--- src/rtl/window_fetch.sv ---
// -----------------------------------------------------------------------------
// window_fetch
//
// Read-side sequencer for the median filter's image memory. For every centre
// pixel, in raster order, it reads the 3x3 neighbourhood. Neighbour rows and
// columns are clamped at the image borders and never wrap to an adjacent row.
// The nine returned samples are packed into a window, which is offered to the
// median core together with the centre-pixel address.
//
// Ports
//   iClk      clock, all logic on the rising edge
//   iRst      synchronous active-high reset, aborts a frame without oDone
//   iStart    one-cycle frame start pulse, honoured only when idle
//   oRd       read strobe towards the image memory
//   oRdAddr   read address, {row, col}, zero when oRd is low
//   iRdData   read data, valid one cycle after oRd
//   oWindow   nine samples, slot k at [k*DATA_W +: DATA_W]
//   oPixAddr  centre-pixel address {row, col}
//   oValid    oWindow / oPixAddr valid (PRESENT state)
//   iReady    downstream accepts the window
//   oBusy     a frame is in progress
//   oDone     one-cycle pulse once the last window has been accepted
// -----------------------------------------------------------------------------
module window_fetch #(
   parameter int WIDTH  = 128,
   parameter int HEIGHT = 64,
   parameter int DATA_W = 8,
   parameter int ADDR_W = 13
) (
   input  logic                  iClk,
   input  logic                  iRst,
   input  logic                  iStart,
   output logic                  oRd,
   output logic [ADDR_W-1:0]     oRdAddr,
   input  logic [DATA_W-1:0]     iRdData,
   output logic [9*DATA_W-1:0]   oWindow,
   output logic [ADDR_W-1:0]     oPixAddr,
   output logic                  oValid,
   input  logic                  iReady,
   output logic                  oBusy,
   output logic                  oDone
);

   localparam int COL_W = $clog2(WIDTH);
   localparam int ROW_W = ADDR_W - COL_W;
   localparam logic [COL_W-1:0] COL_MAX = COL_W'(WIDTH - 1);
   localparam logic [ROW_W-1:0] ROW_MAX = ROW_W'(HEIGHT - 1);

   typedef enum logic [2:0] {
      ST_IDLE,
      ST_FETCH,
      ST_DRAIN,
      ST_PRESENT,
      ST_DONE
   } state_t;

   state_t             state_reg, state_next;
   logic [ROW_W-1:0]   row_reg, row_next;
   logic [COL_W-1:0]   col_reg, col_next;
   logic [3:0]         slot_reg, slot_next;
   logic [DATA_W-1:0]  slot_data_reg [9];

   logic [ROW_W-1:0]   row_nb;
   logic [COL_W-1:0]   col_nb;
   logic               last_pix;

   assign last_pix = (row_reg == ROW_MAX) && (col_reg == COL_MAX);

   // ---------------------------------------------------------------------
   // State and counters
   // ---------------------------------------------------------------------
   always_ff @(posedge iClk) begin
      if (iRst) begin
         state_reg <= ST_IDLE;
         row_reg   <= '0;
         col_reg   <= '0;
         slot_reg  <= '0;
      end else begin
         state_reg <= state_next;
         row_reg   <= row_next;
         col_reg   <= col_next;
         slot_reg  <= slot_next;
      end
   end

   always_comb begin
      state_next = state_reg;
      row_next   = row_reg;
      col_next   = col_reg;
      slot_next  = '0;
      case (state_reg)
         ST_IDLE: begin
            if (iStart) begin
               state_next = ST_FETCH;
               row_next   = '0;
               col_next   = '0;
            end
         end
         ST_FETCH: begin
            if (slot_reg == 4'd8) begin
               state_next = ST_DRAIN;
            end else begin
               slot_next = slot_reg + 4'd1;
            end
         end
         ST_DRAIN: begin
            state_next = ST_PRESENT;
         end
         ST_PRESENT: begin
            if (iReady) begin
               if (last_pix) begin
                  state_next = ST_DONE;
                  row_next   = '0;
                  col_next   = '0;
               end else begin
                  state_next = ST_FETCH;
                  if (col_reg == COL_MAX) begin
                     col_next = '0;
                     row_next = row_reg + 1'b1;
                  end else begin
                     col_next = col_reg + 1'b1;
                  end
               end
            end
         end
         ST_DONE: begin
            state_next = ST_IDLE;
         end
         default: begin
            state_next = ST_IDLE;
         end
      endcase
   end

   // ---------------------------------------------------------------------
   // Neighbour address: slot k -> (dr, dc) = (k/3 - 1, k%3 - 1), each
   // coordinate clamped to the image so border pixels replicate.
   // ---------------------------------------------------------------------
   always_comb begin
      row_nb = row_reg;
      col_nb = col_reg;
      case (slot_reg)
         4'd0, 4'd1, 4'd2: if (row_reg != '0)     row_nb = row_reg - 1'b1;
         4'd6, 4'd7, 4'd8: if (row_reg != ROW_MAX) row_nb = row_reg + 1'b1;
         default: ;
      endcase
      case (slot_reg)
         4'd0, 4'd3, 4'd6: if (col_reg != '0)     col_nb = col_reg - 1'b1;
         4'd2, 4'd5, 4'd8: if (col_reg != COL_MAX) col_nb = col_reg + 1'b1;
         default: ;
      endcase
   end

   // ---------------------------------------------------------------------
   // Sample capture. Data returns one cycle after its read, so slot k-1 is
   // written while slot k is being addressed; slot 8 lands during DRAIN.
   // ---------------------------------------------------------------------
   for (genvar gi = 0; gi < 9; gi++) begin : g_slot
      if (gi < 8) begin : g_fetch_slot
         always_ff @(posedge iClk) begin
            if (iRst) begin
               slot_data_reg[gi] <= '0;
            end else if (state_reg == ST_FETCH && slot_reg == 4'(gi + 1)) begin
               slot_data_reg[gi] <= iRdData;
            end
         end
      end else begin : g_drain_slot
         always_ff @(posedge iClk) begin
            if (iRst) begin
               slot_data_reg[gi] <= '0;
            end else if (state_reg == ST_DRAIN) begin
               slot_data_reg[gi] <= iRdData;
            end
         end
      end
      assign oWindow[gi*DATA_W +: DATA_W] = slot_data_reg[gi];
   end

   // ---------------------------------------------------------------------
   // Outputs
   // ---------------------------------------------------------------------
   assign oRd      = (state_reg == ST_FETCH);
   assign oRdAddr  = oRd ? {row_nb, col_nb} : '0;
   assign oPixAddr = {row_reg, col_reg};
   assign oValid   = (state_reg == ST_PRESENT);
   assign oBusy    = (state_reg != ST_IDLE);
   assign oDone    = (state_reg == ST_DONE);

endmodule

--- config.mk ---
export PLATFORM = sky130hd
export DESIGN_NAME = window_fetch
export DESIGN_NICKNAME = d
export VERILOG_FILES = /design/src/rtl/window_fetch.sv
export SDC_FILE = /design/constraint.sdc
export NUM_CORES = 1
export LEC_CHECK = 0
export CAP_MARGIN = 20
export CORE_AREA = 2 2 100 102
export CTS_CLUSTER_SIZE = 14
export DETAILED_ROUTE_END_ITERATION = 16
export DIE_AREA = 0 0 102 104
export GPL_TIMING_DRIVEN = 0
export PLACE_DENSITY = 0.78
export RECOVER_POWER = 100
export SETUP_SLACK_MARGIN = 0.1
export SKIP_LAST_GASP = 1
export SLEW_MARGIN = 20
export SYNTH_ARGS = -nofsm -noshare
export SYNTH_HDL_FRONTEND = slang
export SYNTH_SLANG_ARGS = --single-unit
export TNS_END_PERCENT = 20
--- constraint.sdc ---
create_clock -name iClk -period 2.7 [get_ports iClk]
set_input_delay 0.54 -clock iClk [delete_from_list [all_inputs] [get_ports iClk]]
set_output_delay 0.54 -clock iClk [all_outputs]
set_load 0.1 [all_outputs]
Yosys cells after proc, flatten, opt, wreduce, memory -nomap -nowiden. Memories as Yosys holds them, arrays and structs flattened. Index checks and enable logic that the tools add are counted.

Input bits: 12. Memories kept: 1. RAM bits: 72. Flip-flop bits (word level): 20.

Multiplexer cells: 60. Reductions and logical operators: 23. Add/subtract/negate cells: 5. Eq/ne operators: 20. Bitwise gates (word level): 10.

Memories: slot_data_reg (depth 9, bits a word 8, rd ports 9, clocked after memory_dff 0, write ports 9, line 61) `logic [DATA_W-1:0] slot_data_reg [9];`.

Operators with widths (count): $mux W8 (9); $mux W7 (6); $mux W6 (6); $mux W1 (29); $pmux W7 S2 (2); $pmux W6 S2 (2); $eq A4 B3 Y1 const B (4); $reduce_or A3 Y1 (5); $mux W13 (1); $mux W3 (4); $pmux W3 S4 (1); $logic_and A1 B1 Y1 (9); $or A1 B1 Y1 (9); $eq A4 B2 Y1 const B (2); $add A7 B1 Y7 const B (1); $eq A7 B7 Y1 const B (1); $ne A7 B7 Y1 const B (1); $reduce_bool A7 Y1 (1); $sub A7 B1 Y7 const B (1); $add A6 B1 Y6 const B (1); $eq A3 B2 Y1 const B (2); $eq A6 B6 Y1 const B (1); $ne A6 B6 Y1 const B (1); $reduce_and A3 Y1 (2); other kinds (16) (17).

Depth between registers and ports, before layout.
Word-level depth: 6. Mapped depth: 8.

Worst setup path before layout. OpenSTA, ideal clock, no wires.

Path type: register -> output. From: register col_reg[1]. To: output port oRdAddr[6]. Data required time: 2160 ps. Stages on the path, launching flop included: 9. Arrival: 4181 ps. Buffers on the path: 2. Slack: -2021 ps. Path through: dfxtp_1 clkbuf_1 inv_1 ha_1 and4b_1 buf_2 nor2_2 a221oi_1 nor3_1.

Word-level cells in the longest chain between the ends: 4.

RTL lines: start: declaration (line 59) `logic [COL_W-1:0] col_reg, col_next;`; start signal: assignment (line 81) `col_reg <= col_next;`; $add A7 B1 Y7, or another cell as far along (line 149) `4'd2, 4'd5, 4'd8: if (col_reg != COL_MAX) col_nb = col_reg + 1'b1;`; $mux W7, on equally long branches (line 149, 148); $pmux W7 S2 * (line 147) `case (slot_reg)`; $mux W13 * (line 183) `assign oRdAddr = oRd ? {row_nb, col_nb} : '0;`; end: declaration (line 34) `output logic [ADDR_W-1:0] oRdAddr,`.

Every way passes the cells marked *; elsewhere a longest branch is shown, timed or not.

Worst setup path after layout.
From: register slot_reg[1]. To: output port oRdAddr[1].

Word-level cells in the longest chain between the ends: 4.

RTL lines: start: declaration (line 60) `logic [3:0] slot_reg, slot_next;`; start signal: assignment (line 82) `slot_reg <= slot_next;`; $eq A4 B4 Y1, or another cell as far along (line 147); $reduce_or A3 Y1 (line 147); $pmux W7 S2 * (line 147); $mux W13 * (line 183).

Marks and branches as above.

==> impl_metrics.json <==
{
  "status": "finished with violations",
  "violations": "setup timing",
  "drt_iter0_markers": 262,
  "cp.arrival_ns": 2.39,
  "ys.flop_type": "edfxtp_1",
  "mappedNetlistNets": 463,
  "final_cell_mix": "dlygate4sd3_1 (86), edfxtp_1 (72), and2_0 (39)",
  "synthCells": 440,
  "post_synth_num_cell_types": 59,
  "first_global_vias": 3966,
  "viasPerCell": 5.56,
  "layout_commonest_cell": "dlygate4sd3_1",
  "setup_violations": 16,
  "syn_area_per_cell_um2": 10.6,
  "fin_tns_setup_ns": -1.97,
  "clk_pin_slew_ns": 0.08,
  "cp.required_ns": 2.16,
  "core-area_um2": 9550,
  "p_total_mw": 3.04,
  "p_leak_nw": 2.59,
  "grt_pass1_wl_um": 20700,
  "ys_ff_latch": 92,
  "die_w_um": 102,
  "drc": 0,
  "grt_max_degree": 15,
  "clockBufferDepth": 2,
  "synth_top_cells_by_area": "edfxtp_1 (46%), dfxtp_1 (8.6%), and2_1 (6.6%)",
  "multiInputGateArea_um2": 2260,
  "slew_headroom": 0.328,
  "peakVddDrop_mv": 0.247,
  "whs_ns": 0.560,
  "worst_pin_slew_ns": 1.00,
  "critPathCaptureType": "output pin",
  "finalCoreUtilization": 0.707,
  "p_per_area_nw_per_um2": 450,
  "period_share": 1.08,
  "antenna_found_initial": 0,
  "max_cap_viol_count": 0,
  "dp.cells": 686,
  "portBuffers": 113,
  "path_class": "reg2out",
  "dpl.hpwl_um": 9380,
  "crit_path_start_kind": "flop",
  "drt_wl_total_um": 13000,
  "hold_class": "reg2reg",
  "ff_latch_area_um2": 2590,
  "drv_slew": 0,
  "ant_nets": 0,
  "clk-insertion-delay-late_ns": 0.36,
  "final-hold-violation-count": 0,
  "largest_reg_flops": 72,
  "overflow": 0,
  "timing.final.ws_setup_ns": -0.226,
  "rsz0062_at_grt": "yes",
  "cts_root_buf": "clkbuf_8",
  "post-place-ws_ns": -1.18,
  "yosysSeqAreaShare": 0.549,
  "grtUsageTotal": 0.252,
  "period_minus_slack_ns": 2.93,
  "placed_cell_area_um2": 6200,
  "die_y_um": 104,
  "syn_area_um2": 4670,
  "fmax_mhz": 342,
  "clock_sinks": 92,
  "vias": 3988,
  "yosys_warnings": 0,
  "initial_core_util": 0.489,
  "antenna_cells": 0,
  "finalClockSkew_ns": 0.00432,
  "nets": 603,
  "instances_no_fill": 717,
  "synth-edff-count": 72,
  "dr.pass1.iters": 5,
  "hold_buffers": 0,
  "cts_buffers": 9,
  "num_rows": 36,
  "place_congestion": 0.909,
  "design_area_um2": 6750,
  "synth_top_area_cell": "edfxtp_1",
  "area_growth_syn_to_layout_pct": 44.6,
  "async_flop_share": 0,
  "critPathMaxFanout": 5,
  "die-area_um2": 10600,
  "drive_gt1_frac": 0.209,
  "htreeDepth": 3,
  "avgRoutedWirePerCell_um": 18.1,
  "io_pins": 114,
  "fillers": 721,
  "synth_top_area_share": 0.463,
  "cts_tree": "built"
}
-- kinds of logic after synthesis --
kind of cell / Yosys count / share of synthesized area
compound gates: 90 / 0.128
flops: 92 / 0.549
simple gates: 199 / 0.241
mux: 1 / 0.00214
fa+ha+maj: 11 / 0.0295
buf+inv: 40 / 0.0370
xor+xnor: 7 / 0.0131
-- cell type report --
| cell class | instances | share of cell area |
|---|---|---|
| clock buffers | 11 | 0.0195 |
| inverters | 15 | 0.0102 |
| flip-flops and latches | 92 | 0.385 |
| plain buffers | 25 | 0.0224 |
| well taps | 133 | 0.0247 |
| repair buffers | 129 | 0.197 |
| multi-input cells | 308 | 0.335 |
| clock inverters | 4 | 0.00742 |
-- timing repair --
item | 4_1_cts | 5_1_grt
cloned | 1 | 0
endpoints found under the setup margin | 34 | 26
setup buffers | 8 | 7
resized for setup | 143 | 23
pin swaps | 20 | 15
-- routing by layer --
metal  vias up  routed length, um  track usage
met4         0                263       0.0800
met5         -                  0            0
li1       1892                  -            -
met1      1877               5230        0.316
met2       191               6530        0.425
met3        28                967       0.0591
-- power breakdown --
group          switching, mW  total [mW]  internal (mW)
sequential            0.0136        1.57           1.55
combinational          0.458       0.570          0.112
clock                  0.475       0.899          0.424
-- critical path, stage by stage (launching register included) --
cell and delay (ns):
dfxtp_4 0.39, inv_4 0.08, ha_4 0.16, nor3_4 0.04, or3_4 0.39, buf_6 0.14
a31oi_1 0.13, o211ai_1 0.15, a221oi_4 0.31, buf_12 0.21
-- Yosys cell counts (8+ instances only) --
cell type and n:
and3_1 35, buf_2 8, clkbuf_1 14, and2_1 49, a21oi_1 19, a21o_1 8
a31oi_1 12, nor3_1 20, edfxtp_1 72, nand2_1 21, inv_1 14, o21ai_0 16
ha_1 11, nor2_1 29, nand3_1 12, dfxtp_1 20
-- worst paths after layout --
kind                                                 from                                 to  slack (ns)  depth (start not counted)
worst max-delay path               slot_reg[1]$_SDFF_PP0_                         oRdAddr[1]       -0.23                          9
worst min-delay path              row_reg[0]$_SDFFE_PP0P_            row_reg[0]$_SDFFE_PP0P_        0.56                          2
worst max register to register  state_reg[2]$_SDFFE_PP0P_  slot_data_reg[7][3]$_SDFFCE_PN0P_        0.30                          5
worst min register to register    row_reg[0]$_SDFFE_PP0P_            row_reg[0]$_SDFFE_PP0P_        0.56                          2
Note: power is estimated with default switching activity, not from simulation.
